$ cat src/rtl/learn_costs.sv
// learn_costs: neighbor-table learning engine.
// On each accepted `en` strobe the engine reads the neighbor count, walks
// the table looking for the packet's source ID, then either refreshes the
// matching entry's battery/value/cluster words or appends a new entry and
// bumps the count word (written last so an abort never leaves a dangling
// count). Completion is a one-cycle `done`; `reinit` flags a topology change.
//
// Optional feature macro: LEARN_COSTS_REINIT_EN
//   defined   -> old cluster word is read on a match and `reinit` is driven
//   undefined -> `reinit` is tied low and the match path is one cycle shorter
module learn_costs (
  input  logic        clock,
  input  logic        nrst,
  input  logic        en,
  input  logic [15:0] fsourceID,
  input  logic [15:0] fbatteryStat,
  input  logic [15:0] fValue,
  input  logic [15:0] fclusterID,
  output logic [15:0] address,
  output logic        wr_en,
  input  logic [15:0] mem_data_out,
  output logic [15:0] mem_data_in,
  output logic        reinit,
  output logic        done
);

  localparam logic [15:0] COUNT_ADDR    = 16'h0008;
  localparam logic [15:0] TABLE_BASE    = 16'h0010;
  localparam logic [4:0]  MAX_NEIGHBORS = 5'd16;

  typedef enum logic [3:0] {
    S_IDLE,
    S_CNT_ADDR,
    S_CNT_DATA,
    S_SRCH_ADDR,
    S_SRCH_DATA,
    S_RD_CLU,
    S_UPD_BAT,
    S_UPD_VAL,
    S_UPD_CLU,
    S_APP_ID,
    S_APP_BAT,
    S_APP_VAL,
    S_APP_CLU,
    S_APP_CNT,
    S_FINISH
  } state_t;

  state_t      state_q, state_d;
  logic [15:0] src_id_q, src_id_d;
  logic [15:0] battery_q, battery_d;
  logic [15:0] value_q, value_d;
  logic [15:0] cluster_q, cluster_d;
  logic [4:0]  count_q, count_d;
  logic [4:0]  idx_q, idx_d;
  logic [15:0] address_q, address_d;
  logic        wr_en_q, wr_en_d;
  logic [15:0] wdata_q, wdata_d;
  logic        done_q, done_d;
  logic [4:0]  sat_count;
`ifdef LEARN_COSTS_REINIT_EN
  logic        reinit_q, reinit_d;
  logic        clu_diff_q, clu_diff_d;
`endif

  // Byte address of word `off` inside entry `i`.
  function automatic logic [15:0] entry_addr(input logic [4:0] i, input logic [2:0] off);
    return TABLE_BASE + {8'b0, i, 3'b000} + {13'b0, off};
  endfunction

  // The stored count may exceed capacity; never search past the table end.
  assign sat_count = (mem_data_out > 16'd16) ? MAX_NEIGHBORS : mem_data_out[4:0];

  // Next-state and next-output computation for the whole engine.
  always_comb begin
    state_d   = state_q;
    src_id_d  = src_id_q;
    battery_d = battery_q;
    value_d   = value_q;
    cluster_d = cluster_q;
    count_d   = count_q;
    idx_d     = idx_q;
    address_d = address_q;
    wr_en_d   = 1'b0;
    wdata_d   = 16'h0000;
    done_d    = 1'b0;
`ifdef LEARN_COSTS_REINIT_EN
    reinit_d   = 1'b0;
    clu_diff_d = clu_diff_q;
`endif

    case (state_q)
      S_IDLE: begin
        if (en) begin
          src_id_d  = fsourceID;
          battery_d = fbatteryStat;
          value_d   = fValue;
          cluster_d = fclusterID;
          address_d = COUNT_ADDR;
          state_d   = S_CNT_ADDR;
`ifdef LEARN_COSTS_REINIT_EN
          clu_diff_d = 1'b0;
`endif
        end
      end

      S_CNT_ADDR: state_d = S_CNT_DATA;

      S_CNT_DATA: begin
        count_d = sat_count;
        idx_d   = 5'd0;
        if (sat_count == 5'd0) begin
          address_d = entry_addr(5'd0, 3'd0);
          wr_en_d   = 1'b1;
          wdata_d   = src_id_q;
          state_d   = S_APP_ID;
        end else begin
          address_d = entry_addr(5'd0, 3'd0);
          state_d   = S_SRCH_ADDR;
        end
      end

      S_SRCH_ADDR: state_d = S_SRCH_DATA;

      S_SRCH_DATA: begin
        if (mem_data_out == src_id_q) begin
`ifdef LEARN_COSTS_REINIT_EN
          address_d = entry_addr(idx_q, 3'd6);
          state_d   = S_RD_CLU;
`else
          address_d = entry_addr(idx_q, 3'd2);
          wr_en_d   = 1'b1;
          wdata_d   = battery_q;
          state_d   = S_UPD_BAT;
`endif
        end else if ((idx_q + 5'd1) == count_q) begin
          if (count_q < MAX_NEIGHBORS) begin
            idx_d     = count_q;
            address_d = entry_addr(count_q, 3'd0);
            wr_en_d   = 1'b1;
            wdata_d   = src_id_q;
            state_d   = S_APP_ID;
          end else begin
            done_d  = 1'b1;
            state_d = S_FINISH;
          end
        end else begin
          idx_d     = idx_q + 5'd1;
          address_d = entry_addr(idx_q + 5'd1, 3'd0);
          state_d   = S_SRCH_ADDR;
        end
      end

      S_RD_CLU: begin
        address_d = entry_addr(idx_q, 3'd2);
        wr_en_d   = 1'b1;
        wdata_d   = battery_q;
        state_d   = S_UPD_BAT;
      end

      S_UPD_BAT: begin
`ifdef LEARN_COSTS_REINIT_EN
        clu_diff_d = (mem_data_out != cluster_q);
`endif
        address_d = entry_addr(idx_q, 3'd4);
        wr_en_d   = 1'b1;
        wdata_d   = value_q;
        state_d   = S_UPD_VAL;
      end

      S_UPD_VAL: begin
        address_d = entry_addr(idx_q, 3'd6);
        wr_en_d   = 1'b1;
        wdata_d   = cluster_q;
        state_d   = S_UPD_CLU;
      end

      S_UPD_CLU: begin
        done_d  = 1'b1;
`ifdef LEARN_COSTS_REINIT_EN
        reinit_d = clu_diff_q;
`endif
        state_d = S_FINISH;
      end

      S_APP_ID: begin
        address_d = entry_addr(idx_q, 3'd2);
        wr_en_d   = 1'b1;
        wdata_d   = battery_q;
        state_d   = S_APP_BAT;
      end

      S_APP_BAT: begin
        address_d = entry_addr(idx_q, 3'd4);
        wr_en_d   = 1'b1;
        wdata_d   = value_q;
        state_d   = S_APP_VAL;
      end

      S_APP_VAL: begin
        address_d = entry_addr(idx_q, 3'd6);
        wr_en_d   = 1'b1;
        wdata_d   = cluster_q;
        state_d   = S_APP_CLU;
      end

      S_APP_CLU: begin
        address_d = COUNT_ADDR;
        wr_en_d   = 1'b1;
        wdata_d   = {11'b0, count_q + 5'd1};
        state_d   = S_APP_CNT;
      end

      S_APP_CNT: begin
        done_d  = 1'b1;
`ifdef LEARN_COSTS_REINIT_EN
        reinit_d = 1'b1;
`endif
        state_d = S_FINISH;
      end

      S_FINISH: state_d = S_IDLE;

      default: state_d = S_IDLE;
    endcase
  end

  // All state and registered outputs; reset aborts any operation at once.
  always_ff @(posedge clock or posedge nrst) begin
    if (nrst) begin
      state_q   <= S_IDLE;
      src_id_q  <= 16'h0000;
      battery_q <= 16'h0000;
      value_q   <= 16'h0000;
      cluster_q <= 16'h0000;
      count_q   <= 5'd0;
      idx_q     <= 5'd0;
      address_q <= 16'h0000;
      wr_en_q   <= 1'b0;
      wdata_q   <= 16'h0000;
      done_q    <= 1'b0;
`ifdef LEARN_COSTS_REINIT_EN
      reinit_q   <= 1'b0;
      clu_diff_q <= 1'b0;
`endif
    end else begin
      state_q   <= state_d;
      src_id_q  <= src_id_d;
      battery_q <= battery_d;
      value_q   <= value_d;
      cluster_q <= cluster_d;
      count_q   <= count_d;
      idx_q     <= idx_d;
      address_q <= address_d;
      wr_en_q   <= wr_en_d;
      wdata_q   <= wdata_d;
      done_q    <= done_d;
`ifdef LEARN_COSTS_REINIT_EN
      reinit_q   <= reinit_d;
      clu_diff_q <= clu_diff_d;
`endif
    end
  end

  assign address     = address_q;
  assign wr_en       = wr_en_q;
  assign mem_data_in = wdata_q;
  assign done        = done_q;
`ifdef LEARN_COSTS_REINIT_EN
  assign reinit      = reinit_q;
`else
  assign reinit      = 1'b0;
`endif

endmodule

$ cat config.mk
export PLATFORM = sky130hd
export DESIGN_NAME = learn_costs
export DESIGN_NICKNAME = d
export VERILOG_FILES = /design/src/rtl/learn_costs.sv
export SDC_FILE = /design/constraint.sdc
export NUM_CORES = 1
export LEC_CHECK = 0
export ABC_AREA = 1
export CELL_PAD_IN_SITES_DETAIL_PLACEMENT = 1
export CELL_PAD_IN_SITES_GLOBAL_PLACEMENT = 2
export CORE_AREA = 2 2 137 139
export DETAILED_ROUTE_END_ITERATION = 10
export DIE_AREA = 0 0 139 141
export GPL_ROUTABILITY_DRIVEN = 1
export GPL_TIMING_DRIVEN = 0
export HOLD_SLACK_MARGIN = 0.03
export PLACE_DENSITY_LB_ADDON = 0.1
export SYNTH_ARGS = -nofsm -noshare
export SYNTH_HDL_FRONTEND = slang
export SYNTH_SLANG_ARGS = --single-unit
$ cat constraint.sdc
create_clock -name clock -period 4.4 [get_ports clock]
set_input_delay 0.66 -clock clock [delete_from_list [all_inputs] [get_ports clock]]
set_output_delay 0.66 -clock clock [all_outputs]
set_load 0.005 [all_outputs]
# Yosys cells after proc, flatten, opt, wreduce, memory -nomap -nowiden
# Cells that the tools add are included.
[totals]
regBits = 112
latchBits = 0
ramBits = 0
mem_bits_ro = 0
word_cells = 82
n_memories = 0
[op_classes]
n_addsub = 8
multipliers = 0
n_div = 0
magnitude_cmp = 2
n_eq_ne = 19
shift = 0
n_mux = 30
bitwise_logic = 0
n_reduce_logical = 12
[op_table]
columns = ["cell", "count"]
rows = [
  ["16-bit two-way mux", 8],
  ["16-bit case mux with 7 select lines", 1],
  ["16-bit case mux with 6 select lines", 1],
  ["4-bit case mux with 13 select lines", 1],
  ["5-bit by 8-bit adder with 9-bit output, first input constant", 3],
  ["4-bit == test, second input constant", 6],
  ["5-bit two-way mux", 4],
  ["16-bit by 2-bit adder with 16-bit output, second input constant", 1],
  ["16-bit by 3-bit adder with 16-bit output, second input constant", 1],
  ["16-bit == test", 1],
  ["4-bit by 3-bit == test with 1-bit output, second input constant", 4],
  ["16-bit by 5-bit > comparator with 1-bit output, second input constant", 1],
  ["4-bit two-way mux", 4],
  ["5-bit by 1-bit adder with 5-bit output, second input constant", 2],
  ["9-bit by 3-bit adder with 10-bit output, second input constant", 1],
  ["5-bit case mux with 2 select lines", 1],
  ["4-bit by 2-bit == test with 1-bit output, second input constant", 2],
  ["2-bit OR reduction", 4],
  ["1-bit two-way mux", 7],
  ["7-bit nonzero test", 1],
  ["7-bit OR reduction", 1],
  ["3-bit AND reduction", 2],
  ["5-bit == test", 1],
  ["5-bit logical NOT", 1],
  ["11 further kinds", 12],
]

# Depth between registers and ports, before layout
[depth]
word_depth = 5
mapped_depth = 13
depth_no_buf = 13

# Least setup slack after synthesis
# No wires, ideal clock.
[synth_path]
kind = "reg-to-reg"
from = "reg idx_q[0]"
to = "reg wdata_q[0] (netlist: mem_data_in[0])"
setup_ps = 65
t_arrival_ps = 1765
path_slack_ps = 2570
path_stages_with_launch = 12
n_path_buf = 1
synth_period_minus_slack_ps = 1830
path_cell_list = "dfrtp_1 ha_1 nor2_1 o21ai_1 nor2_4 nand2_2 nor2_4 nand2_4 o21ai_4 buf_6 nand2_1 nand2_1"
[synth_via]
elab_chain_len = 5
[synth_lines]
columns = ["element", "line_no", "text"]
rows = [
  ["from (decl)", "55", "logic [4:0] idx_q, idx_d;"],
  ["from (signal assigned)", "253", "idx_q <= idx_d;"],
  ["5-bit by 1-bit adder with 5-bit output", "136", "end else if ((idx_q + 5'd1) == count_q) begin"],
  ["5-bit == test", "136", ""],
  ["16-bit two-way mux", "136", ""],
  ["16-bit two-way mux", "126", "if (mem_data_out == src_id_q) begin"],
  ["16-bit case mux with 6 select lines", "92", "case (state_q)"],
  ["named net wdata_d[0]", "58", "logic [15:0] wdata_q, wdata_d;"],
  ["to (signal assigned)", "256", "wdata_q <= wdata_d;"],
  ["to (decl)", "58", ""],
]
# The timed path passes the listed nets, and every way through them passes these cells.
# A chain may end at the register's enable or synchronous reset.

# Worst setup path after layout
[layout_path]
from = "in mem_data_out[14]"
to = "reg wdata_q[5] (netlist: mem_data_in[5])"
[layout_via]
elab_chain_len = 5
word_cells_on_any_way = 7
cone_classes = "order compare: 1; eq/ne: 1; mux: 4; reduce/logical: 1"
[layout_lines]
columns = ["element", "line_no", "text"]
rows = [
  ["from (decl)", "21", "input logic [15:0] mem_data_out,"],
  ["16-bit by 5-bit > comparator with 1-bit output", "72", "assign sat_count = (mem_data_out > 16'd16) ? MAX_NEIGHBORS : mem_data_out[4:0];"],
  ["5-bit two-way mux", "72", ""],
  ["5-bit logical NOT", "112", "if (sat_count == 5'd0) begin"],
  ["16-bit two-way mux", "112", ""],
  ["16-bit case mux with 6 select lines (*)", "92", ""],
  ["named net wdata_d[5]", "58", ""],
]
# The timed path passes the listed nets; every way through them passes the cells marked *.

==> results.txt <==
outcome: completed
WHS: 0.482 ns
Synth cell types: 38
initial DRC count: 163
leakage dissipation: 3.38 nW
Tot Pwr: 4.06 mW
peak supply drop: 0.258 mV
Die Wd: 139 µm
Non-Filler Instances: 1,017
Worst-Margin Slew: 0.829 ns
Post-Synth Simple-Gate Area: 24.5%
final hold violation count: 0
Die ar.: 0.0196 mm²
Max stage delay on crit path: 0.54 ns
largest family of logic cells by synthesized area: simple AND/OR/NAND/NOR gates
clk root buf: clkbuf_16
mux share of post-synthesis cell area: 5.05%
Switching Share: 37.9%
critical path endpoint category: register
Synth Area in Compound Gates: 10.3%
Worst EP required: 4.68 ns
part of the power in registers: 38.7%
Post-CTS Setup Bufs: 0
crit path time final: 2.45 ns
largest net degree at the start of global routing: 63
vias in the first global route: 5,054
drt wl/cell: 16.6 µm
Initial Utilization: 29.3%
CTS Sinks: 104
count leader, synth: nand2_1
clk_skew: 0.00914 ns
Die Ht: 141 µm
final worst slack: 1.95 ns
IO buf count: 108
Buf/Inv on CP: 4
Clk pin slew, worst setup/hold paths: 0.07 ns
post-route cell area: 0.00711 mm²
Post-synth ARST share: 100%
crit-path most repeated cell: nand2_1
net switching power: 1.54 mW
cell taking the most area after synthesis: dfrtp_1
post-CTS sizing: 0
CTS tree: built
vias: 4,691
ANT cells: 0
Clk network pwr share: 21.8%
I/O Pins: 118
Tcrit/Tclk final: 55.6%
Longest Clk Path Bufs: 2
Core Footprint: 0.0183 mm²
DRC violation count after routing: 0
gp weighted congestion: 0.768
area delta synth->final: 32.8%
row count: 50
Synth Cell Area: 0.00536 mm²
setup TNS: 0 ns
pwr/cell area: 571 mW/mm²
hpwl dp: 13.3 mm
CP max-delay cell: clkdlybuf4s50_1
Inserted Clock Buffers: 9
first drt pass iteration count: 4
Max-Cap Viols: 0
Worst Setup Start Kind: primary input
Finish-stage setup viols: 0
YS warnings: 0
Comb pwr share: 39.5%
worst-path cell chain: clkdlybuf4s50_1 -> inv_1 -> nand2_1 -> nand2_1 -> nor2_1 -> nand2_1 -> nor2_4 -> nand2_2 -> inv_1 -> nand2_2 -> nand2_2 -> buf_6 -> a21oi_1 -> nand2_1
share of cells above drive strength 1: 13.3%
synth cell count leaders: nand2_1, dfrtp_1, inv_1
CP Class: primary input to register
syn_area_per_cell: 8.24 µm²
max_slew headroom: 44.8%
XOR/XNOR Fraction of Synth Area: 0.818%
hold_buf cts: 0
Mapped Cells: 650
number of H-tree levels: 3
Seq cells post-synth: 104
vias per cell: 4.61
Top FF cell, synth: dfrtp_1
Synth top area share: 48.6%
final wirelength: 16.9 mm
antenna violations before repair: 0
Int Power: 2.52 mW
crit-path max FO: 10
register area share after synthesis: 48.6%
Max Freq: 0.408 GHz
placed cell areas: 0.00679 mm²
largest cells by area after synthesis: dfrtp_1, nand2_1, inv_1, o21ai_0, mux2_2
Adder-Cell Fraction of Synth Area: 0.934%
Util after Layout: 38.9%
cell total after placement: 1,001
Worst EP arrival: 2.73 ns
Top delay family on crit path: simple AND/OR/NAND/NOR gates
Place WS: 1.57 ns
Hold WC Path Type: register to register
GR Overflow Total: 0
global-route wire length before repair: 26.8 mm
Final nets: 865
post-route ant nets: 0
RSZ-0062 raised after global routing: false
Max Slew Vio Count: 0
number of enable flip-flop cells after synthesis: 0
GRT Util Overall: 17.5%
worst-skew pair later-pin latency: 0.35 ns
## routing by layer
metal / GRT usage [%] / share of wire, % / up-vias
li1: - / - / 2312
met1: 21.2 / 43 / 2288
met4: 3.83 / 0.87 / 0
met2: 32.3 / 52 / 81
met5: 0 / 0 / -
met3: 3.46 / 4.2 / 10
## power groups by stage
stage / clock (mW) / sequential [mW] / combinational [mW]
finish: 0.885 / 1.57 / 1.60
floorplan: 0 / 1.52 / 1.07
global route: 0.942 / 1.62 / 1.81
detailed placement: 0 / 1.60 / 1.62
global placement: 0 / 1.58 / 1.57
CTS: 0.908 / 1.58 / 1.63
## cell families after synthesis
group	Yosys count
muxes	24
xor gates and xnor gates	5
AOI/OAI and AO/OA	99
buffers and inverters	118
adders and majority gates	4
other	1
and+or+nand+nor	295
DFF	104
## placed cells by master, fill, tap and decap left out, types with 2 or more instances in the layout
cell and instances:
nand2_2 10, nor2_2 5, or2_2 3, clkinv_2 3, conb_1 9, nor2_4 5
xor2_1 4, clkbuf_16 9, nand2_1 192, nor2_1 25, a21oi_1 19, clkdlybuf4s50_1 108
inv_2 8, nand3_1 34, mux2_2 24, bufinv_16 2, nand4_1 7, nand3_2 2
clkbuf_1 6, buf_4 9, buf_6 4, ha_1 4, a22oi_1 2, nand2_4 2
nor3_1 4, nor4_1 4, o22ai_1 13, o21ai_1 3, inv_4 2, buf_2 9
o2111ai_1 2, o21ai_0 55, inv_1 80, dfrtp_1 104
## flip-flops by register name, summed over array words and instances (netlist names)
name and cells:
idx_q 5, count_q 5, address 8, wr_en 1, cluster_q 16, value_q 16, src_id_q 16, mem_data_in 16
state_q 4, battery_q 16, done 1
## worst register-to-register path: cells and delay by family, from the launching register on
family	cells	cell delay, ns
AOI/OAI and AO/OA	2	0.31
adders and majority gates	1	0.44
buffers and inverters	2	0.23
and+or+nand+nor	7	0.72
DFF	1	0.48
## final cells by class
cell class	instances	area (µm²)
Tap cell	234	293
Inverter	90	343
Buffer	28	180
Timing Repair Buffer	109	1110
Fill cell	2192	11200
Clock buffer	10	239
Multi-Input combinational cell	436	2260
Clock inverter	6	82.6
Sequential cell	104	2600
## worst paths after layout
kind	from	end	slack [ns]	cells after the start
setup / recovery	mem_data_out[14]	mem_data_in[5]$_DFF_PP0_	1.95	14
hold / removal	address[5]$_DFFE_PP0P_	address[5]$_DFFE_PP0P_	0.48	2
setup reg to reg	idx_q[0]$_DFFE_PP0P_	mem_data_in[0]$_DFF_PP0_	2.17	12
hold reg to reg	address[5]$_DFFE_PP0P_	address[5]$_DFFE_PP0P_	0.48	2
max in group asynchronous	nrst	mem_data_in[5]$_DFF_PP0_	2.88	3
min in group asynchronous	nrst	cluster_q[7]$_DFFE_PP0P_	0.82	2
(Power assumes the default switching activity.)
